--- src/rtl/sync_sched_pkg.sv ---
// Shared types and field positions for the sync pulse scheduler.
package sync_sched_pkg;

  // Scheduler state; the encoding is visible to software in sync_status[1:0].
  typedef enum logic [1:0] {
    ST_IDLE     = 2'd0,
    ST_WAIT_EXT = 2'd1,
    ST_RUN      = 2'd2,
    ST_DONE     = 2'd3
  } sched_state_e;

  // sync_ctrl bit positions
  localparam int unsigned CTRL_ENABLE   = 0;
  localparam int unsigned CTRL_ARM      = 1;
  localparam int unsigned CTRL_ONE_SHOT = 2;
  localparam int unsigned CTRL_USE_EXT  = 3;

  // sync_status field positions
  localparam int unsigned STAT_STATE_LSB  = 0;
  localparam int unsigned STAT_STATE_MSB  = 1;
  localparam int unsigned STAT_PERIOD_ERR = 2;

endpackage

--- src/rtl/sync_pulse_scheduler_if.sv ---
// Register-side bundle of the sync pulse scheduler: software controls in,
// pulse and readback words out.
interface sync_pulse_scheduler_if #(
  parameter int unsigned CNT_W = 32
);
  logic [CNT_W-1:0] sync_period;
  logic [31:0]      sync_ctrl;
  logic             ext_sync;
  logic             sync_out;
  logic [CNT_W-1:0] sync_count;
  logic [31:0]      sync_status;

  // Register blocks / bench side
  modport master (
    output sync_period, sync_ctrl, ext_sync,
    input  sync_out, sync_count, sync_status
  );

  // Scheduler side
  modport slave (
    input  sync_period, sync_ctrl, ext_sync,
    output sync_out, sync_count, sync_status
  );
endinterface

--- src/rtl/sync_period_counter.sv ---
// Period counter with shadowed, clamped period. Exposes the next counter
// value's pulse flag so the parent can register sync_out without extra lag.
module sync_period_counter
  import sync_sched_pkg::*;
#(
  parameter int unsigned CNT_W    = 32,
  parameter int unsigned SYNC_LEN = 1
) (
  input  logic             clk,
  input  logic             rst_n,
  input  logic [CNT_W-1:0] sync_period,
  input  logic             load,
  input  logic             clear,
  input  logic             run,
  output logic             wrap,
  output logic             last_pulse,
  output logic             clamp_err,
  output logic             pulse_active_next
);

  localparam logic [CNT_W-1:0] MIN_PERIOD = CNT_W'(SYNC_LEN + 1);
  localparam logic [CNT_W-1:0] PULSE_LEN  = CNT_W'(SYNC_LEN);
  localparam logic [CNT_W-1:0] LAST_PULSE = CNT_W'(SYNC_LEN - 1);

  logic [CNT_W-1:0] shadow;
  logic [CNT_W-1:0] shadow_next;
  logic [CNT_W-1:0] cnt;
  logic [CNT_W-1:0] cnt_next;
  logic [CNT_W-1:0] eff_period;

  assign clamp_err  = (sync_period < MIN_PERIOD);
  assign eff_period = clamp_err ? MIN_PERIOD : sync_period;
  assign wrap       = (cnt == shadow - 1'b1);
  assign last_pulse = (cnt == LAST_PULSE);

  // Next counter and shadow: load restarts with a fresh period, wrap reloads it
  always_comb begin
    cnt_next    = cnt;
    shadow_next = shadow;
    if (load) begin
      cnt_next    = '0;
      shadow_next = eff_period;
    end else if (clear) begin
      cnt_next = '0;
    end else if (run) begin
      if (wrap) begin
        cnt_next    = '0;
        shadow_next = eff_period;
      end else begin
        cnt_next = cnt + 1'b1;
      end
    end
  end

  assign pulse_active_next = (cnt_next < PULSE_LEN);

  // Counter and shadow registers
  always_ff @(posedge clk or negedge rst_n) begin
    if (!rst_n) begin
      cnt    <= '0;
      shadow <= MIN_PERIOD;
    end else begin
      cnt    <= cnt_next;
      shadow <= shadow_next;
    end
  end

endmodule

--- src/rtl/sync_pulse_scheduler.sv ---
// Sync pulse scheduler: arm/trigger FSM, pulse count and status readback
// around a shadowed period counter.
module sync_pulse_scheduler
  import sync_sched_pkg::*;
#(
  parameter int unsigned CNT_W    = 32,
  parameter int unsigned SYNC_LEN = 1
) (
  input  logic                   user_clk,
  input  logic                   user_rst_n,
  sync_pulse_scheduler_if.slave  bus
);

  sched_state_e state;
  sched_state_e state_next;

  logic enable;
  logic arm;
  logic one_shot;
  logic use_ext;
  logic arm_q;
  logic arm_ev;
  logic one_shot_q;

  logic cnt_load;
  logic cnt_clear;
  logic cnt_run;
  logic wrap;
  logic last_pulse;
  logic clamp_err;
  logic pulse_active_next;
  logic pulse_start;
  logic sync_out_d;

  logic             sync_out_q;
  logic [CNT_W-1:0] sync_count_q;
  logic             period_err_q;
  logic [27:0]      ctrl_unused;

  assign enable      = bus.sync_ctrl[CTRL_ENABLE];
  assign arm         = bus.sync_ctrl[CTRL_ARM];
  assign one_shot    = bus.sync_ctrl[CTRL_ONE_SHOT];
  assign use_ext     = bus.sync_ctrl[CTRL_USE_EXT];
  assign ctrl_unused = bus.sync_ctrl[31:4];
  assign arm_ev      = enable & arm & ~arm_q;

  sync_period_counter #(
    .CNT_W    (CNT_W),
    .SYNC_LEN (SYNC_LEN)
  ) u_period_counter (
    .clk               (user_clk),
    .rst_n             (user_rst_n),
    .sync_period       (bus.sync_period),
    .load              (cnt_load),
    .clear             (cnt_clear),
    .run               (cnt_run),
    .wrap              (wrap),
    .last_pulse        (last_pulse),
    .clamp_err         (clamp_err),
    .pulse_active_next (pulse_active_next)
  );

  // State register
  always_ff @(posedge user_clk or negedge user_rst_n) begin
    if (!user_rst_n) state <= ST_IDLE;
    else             state <= state_next;
  end

  // Next state: arm event beats everything, then disable, then per-state moves
  always_comb begin
    state_next = state;
    if (arm_ev) begin
      state_next = use_ext ? ST_WAIT_EXT : ST_RUN;
    end else if (!enable) begin
      state_next = ST_IDLE;
    end else begin
      unique case (state)
        ST_WAIT_EXT: if (bus.ext_sync) state_next = ST_RUN;
        ST_RUN:      if (one_shot_q && last_pulse) state_next = ST_DONE;
        default:     state_next = state;
      endcase
    end
  end

  // Counter controls and next registered outputs
  always_comb begin
    cnt_load  = arm_ev;
    cnt_clear = !arm_ev && (!enable || state == ST_IDLE || state == ST_WAIT_EXT);
    cnt_run   = !arm_ev && enable && state == ST_RUN && !(one_shot_q && last_pulse);
    // A pulse starts whenever RUN is entered, or on a wrap while staying in RUN
    pulse_start = (state_next == ST_RUN) && (arm_ev || state != ST_RUN || wrap);
    sync_out_d  = (state_next == ST_RUN) && pulse_active_next;
  end

  // Arm edge history, one-shot latch, pulse output, count and sticky error
  always_ff @(posedge user_clk or negedge user_rst_n) begin
    if (!user_rst_n) begin
      arm_q        <= 1'b0;
      one_shot_q   <= 1'b0;
      sync_out_q   <= 1'b0;
      sync_count_q <= '0;
      period_err_q <= 1'b0;
    end else begin
      arm_q      <= arm;
      sync_out_q <= sync_out_d;
      if (arm_ev) begin
        one_shot_q   <= one_shot;
        period_err_q <= clamp_err;
        sync_count_q <= pulse_start ? CNT_W'(1) : '0;
      end else begin
        if (cnt_run && wrap && clamp_err) period_err_q <= 1'b1;
        if (pulse_start && sync_count_q != '1) sync_count_q <= sync_count_q + 1'b1;
      end
    end
  end

  // Readback
  always_comb begin
    bus.sync_status = '0;
    bus.sync_status[STAT_STATE_MSB:STAT_STATE_LSB] = state;
    bus.sync_status[STAT_PERIOD_ERR] = period_err_q;
  end

  assign bus.sync_out   = sync_out_q;
  assign bus.sync_count = sync_count_q;

endmodule

--- src/flat_wrapper.sv ---
// flat-port wrapper written by rule: the top's interface ports become plain ports
module sync_pulse_scheduler_flat import sync_sched_pkg::*;
#(
  parameter int unsigned CNT_W    = 32,
  parameter int unsigned SYNC_LEN = 1
)
  (user_clk, user_rst_n, bus_sync_period, bus_sync_ctrl, bus_ext_sync, bus_sync_out, bus_sync_count, bus_sync_status);
  sync_pulse_scheduler_if #(.CNT_W(CNT_W)) bus_i ();
  input  logic user_clk;
  input  logic user_rst_n;
  input wire logic [$bits(bus_i.sync_period)-1:0] bus_sync_period;
  input wire logic [$bits(bus_i.sync_ctrl)-1:0] bus_sync_ctrl;
  input wire logic [$bits(bus_i.ext_sync)-1:0] bus_ext_sync;
  output wire logic [$bits(bus_i.sync_out)-1:0] bus_sync_out;
  output wire logic [$bits(bus_i.sync_count)-1:0] bus_sync_count;
  output wire logic [$bits(bus_i.sync_status)-1:0] bus_sync_status;
  assign bus_i.sync_period = bus_sync_period;
  assign bus_i.sync_ctrl = bus_sync_ctrl;
  assign bus_i.ext_sync = bus_ext_sync;
  assign bus_sync_out = bus_i.sync_out;
  assign bus_sync_count = bus_i.sync_count;
  assign bus_sync_status = bus_i.sync_status;
  sync_pulse_scheduler #(.CNT_W(CNT_W), .SYNC_LEN(SYNC_LEN)) u_core (.user_clk(user_clk), .user_rst_n(user_rst_n), .bus(bus_i));
endmodule
--- config.mk ---
export PLATFORM = sky130hd
export DESIGN_NAME = sync_pulse_scheduler_flat
export DESIGN_NICKNAME = d
export VERILOG_FILES = /design/src/rtl/sync_sched_pkg.sv /design/src/rtl/sync_pulse_scheduler_if.sv /design/src/rtl/sync_period_counter.sv /design/src/rtl/sync_pulse_scheduler.sv /design/src/flat_wrapper.sv
export SDC_FILE = /design/constraint.sdc
export NUM_CORES = 1
export LEC_CHECK = 0
export ABC_AREA = 1
export ABC_CLOCK_PERIOD_IN_PS = 3950
export BUFFER_PORTS_ARGS = -buffer_cell sky130_fd_sc_hd__buf_2
export CAP_MARGIN = 20
export CORE_MARGIN = 10
export CORE_UTILIZATION = 58
export CTS_BUF_LIST = sky130_fd_sc_hd__clkbuf_4 sky130_fd_sc_hd__clkbuf_8
export CTS_CLUSTER_DIAMETER = 30
export DETAILED_ROUTE_END_ITERATION = 8
export PLACE_DENSITY = 0.82
export SLEW_MARGIN = 40
export SYNTH_ARGS = -nofsm -noshare
export SYNTH_HDL_FRONTEND = slang
export SYNTH_HIERARCHICAL = 1
export SYNTH_SLANG_ARGS = --single-unit
--- constraint.sdc ---
create_clock -name user_clk -period 3.95 [get_ports user_clk]
set_input_delay 0.395 -clock user_clk [delete_from_list [all_inputs] [get_ports user_clk]]
set_output_delay 0.395 -clock user_clk [all_outputs]
set_load 0.01 [all_outputs]
==> flow_summary.yaml <==
pwr:
  total_power_mw: 2.692
  p_per_area_mw_per_mm2: 305.1
  ir_drop_mv: 0.2080
  power_leakage_nw: 4.583
drt:
  viasPerCell: 5.318
  route.antenna.remaining_nets: 0
  initialDrtViolationCount: 634
  drc_errors: 0
  first_pass_iters: 5
  vias: 8216
  wl_per_cell_um: 14.97
  routed_wl_mm: 23.12
layout:
  stdcell_count: 1545
  areaGrowthSynthToFinish_pct: 7.337
  fin_util_pct: 63.56
  final_common_cell: "nand2_1"
  multi_input_area_mm2: 0.004837
  diodes: 0
  nNetsFinal: 1434
  ff_latch_area_mm2: 0.002554
  final_cell_mix: "nand2_1, nor2_1, inv_1"
  fin_area_mm2: 0.008822
  num-fill-cells: 1390
  drive_above_1_share_pct: 11.21
grt:
  gr-usage-all-layers_pct: 23.55
  use_met1_pct: 25.47
  top_usage_layer: "met2"
  gr-usage-met3_pct: 5.205
  antenna_found_initial: 0
  grt_pass1_vias: 8167
  grt_max_degree: 46
  use_met2_pct: 42.22
  overflow: 0
  grt_pass1_wl_mm: 38.37
worst_setup_path:
  slowest_delay_ps: 440
  path_class: "register to register"
  endpoint_kind: "register"
  critPathSlowestCell: "dfrtp_1"
  cp.buffers_inverters: 2
  cp_top_family: "simple AND/OR/NAND/NOR gates"
  worstSetupStartpointType: "register"
  ff2ff_path_depth: 22
  cp.required_ps: 4270
  critPathArrivalTime_ps: 3800
  cpMostUsedCell: "nand2_1"
  path_max_fanout: 7
  path_cells: "inv_1, ha_1, nand2_1, nor4_1, nand3_1, nor2_1, nand2_1, and3_1, inv_1, nor3_1, nand2_1, nor2_1, nand3_1, o21ai_0, nand2_1, nor2_1, o21ai_0, nand2_1, nor2_1, nand2_1, nor2_1, nor3b_1"
  cp_num_cells: 22
synth:
  synth_edf_count: 0
  ys.flop_type: "dfrtp_1"
  synth_compound_area_share_pct: 4.643
  synth_cells: 1295
  synth_top_cell_by_area: "dfrtp_1"
  synth-seq-cells: 102
  synthMuxAreaShare_pct: 0
  synth_area_mm2: 0.008219
  synth_warnings: 6
  synth_top_family_by_area: "simple AND/OR/NAND/NOR gates"
  synth_area_per_cell_um2: 6.347
  synthAdderAreaFrac_pct: 1.066
  synth_top_area_share_pct: 30.75
  yosysUniqueCellTypes: 45
  synth_xor_area_share_pct: 6.165
  synth-simple-area-share_pct: 45.62
  seq_area_frac_synth_pct: 31.07
  synth.top_cells.by_area: "dfrtp_1, nand2_1, nor2_1"
  async_flop_share_pct: 100.0
floorplanning:
  fp.dieH_um: 139.0
  coreArea_mm2: 0.01388
  num_rows: 43
  die_w_um: 139.0
  dieArea_mm2: 0.01933
  start_util_pct: 59.21
  io_pins: 132
placed_design:
  dpl.hpwl_mm: 17.85
  placed_area_mm2: 0.008621
  placed_cells: 1528
  pre_cts_ws_ps: 568.9
  place.gp.congestion: 0.9861
  placement.io_buffers: 74
flow_run:
  cap_violations: 0
worst_hold_path:
  hold_path_class: "input pin to register"
  min_path_cells: 1
outcome:
  status: "completed"
clocking:
  cts_resized: 0
  clkTransAtPathRegs_ps: 110
  h-tree-depth: 3
  cts_inserted_buffers: 9
  clockBufferDepth: 2
  cts_root_buffer: "clkbuf_8"
  cts_tree: "built"
  clk_latency_ps: 410
  numClockSinks: 102
timing:
  fin_tns_setup_ps: 0
  rsz0062_at_grt: "false"
  fin_crit_sh_pct: 88.02
  relSlewSlack_pct: 54.30
  holdWs_ps: 122.4
  fin_skew_ps: 16.99
  report.final.slew_viol_count: 0
  hold_viol: 0
  max_freq_mhz: 287.6
  worstMarginPinSlew_ps: 683.0
  fin_crit_ps: 3477
  fin_ws_ps: 473.0
  finalSetupViolCount: 0
layout make-up:
type | count | area share, %
tap | 180 | 2.553
clock inverter | 7 | 0.7658
multi-input combinational | 1018 | 54.83
inverter | 143 | 6.084
sequential | 102 | 28.95
timing repair buffer | 86 | 5.418
clock buffer | 9 | 1.404
kinds of logic after synthesis:
| group | count (synthesis) |
|---|---|
| XOR/XNOR | 57 |
| flip-flops | 102 |
| AND/OR/NAND/NOR | 858 |
| other | 1 |
| buffers and inverters | 203 |
| AO/OA/AOI/OAI | 67 |
| adder cells (fa/ha/maj) | 7 |
worst paths after layout:
path	from	end	slack, ps
setup reg to reg	u_core/u_period_counter/cnt[0]$_DFF_PN0_	u_core/bus.sync_out$_DFF_PN0_	470
setup / recovery	u_core/u_period_counter/cnt[0]$_DFF_PN0_	u_core/bus.sync_out$_DFF_PN0_	470
hold reg to reg	u_core/period_err_q$_DFFE_PN0P_	u_core/period_err_q$_DFFE_PN0P_	490
min in group asynchronous	user_rst_n	u_core/u_period_counter/shadow[8]$_DFFE_PN0P_	510
max in group asynchronous	user_rst_n	u_core/u_period_counter/shadow[1]$_DFFE_PN1P_	2580
hold / removal	bus_sync_ctrl[1]	u_core/arm_q$_DFF_PN0_	120
synthesized netlist by cell type (5+ instances only):
cell type    n
nor2_4       5
nand4_1     14
nor2_2      13
o21ai_1      9
ha_1         7
clkbuf_1     9
nor3b_1      5
nand3_1     97
o21ai_0     29
nand2_2      7
nand3b_1     9
a21oi_1     15
xnor2_1     20
inv_2        7
buf_6        5
xor2_1      36
nor2_1     213
nor3_1      29
nand2_1    427
nor4_1      20
buf_2        9
buf_4       33
inv_1      134
dfrtp_1    101
metal layers:
| metal | share of wire (%) | routed length (um) | vias to the layer above |
|---|---|---|---|
| li1 | - | - | 4117 |
| met1 | 39 | 9121 | 3756 |
| met2 | 50 | 11580 | 270 |
| met3 | 6.2 | 1424 | 73 |
| met4 | 4.3 | 996 | 0 |
| met5 | 0 | 0 | - |
flip-flops by register name, indices dropped and copies added, names as in the netlist:
name	count
u_core/bus.sync_count	32
u_core/u_period_counter/cnt	32
u_core/one_shot_q	1
u_core/u_period_counter/shadow	32
u_core/period_err_q	1
u_core/arm_q	1
u_core/bus.sync_out	1
u_core/state	2
power breakdown:
group / internal, mW / switching (mW) / total (mW)
Combinational: 0.254 / 0.533 / 0.788
Clock: 0.244 / 0.419 / 0.663
Sequential: 1.12 / 0.117 / 1.24
Total: 1.62 / 1.07 / 2.69
timing repair:
action | in CTS | in global routing
endpoints found under the hold margin | 40 | 0
buffers inserted | 0 | 0
hold buffers | 1 | 0
Power figures use the tool's default switching activity.
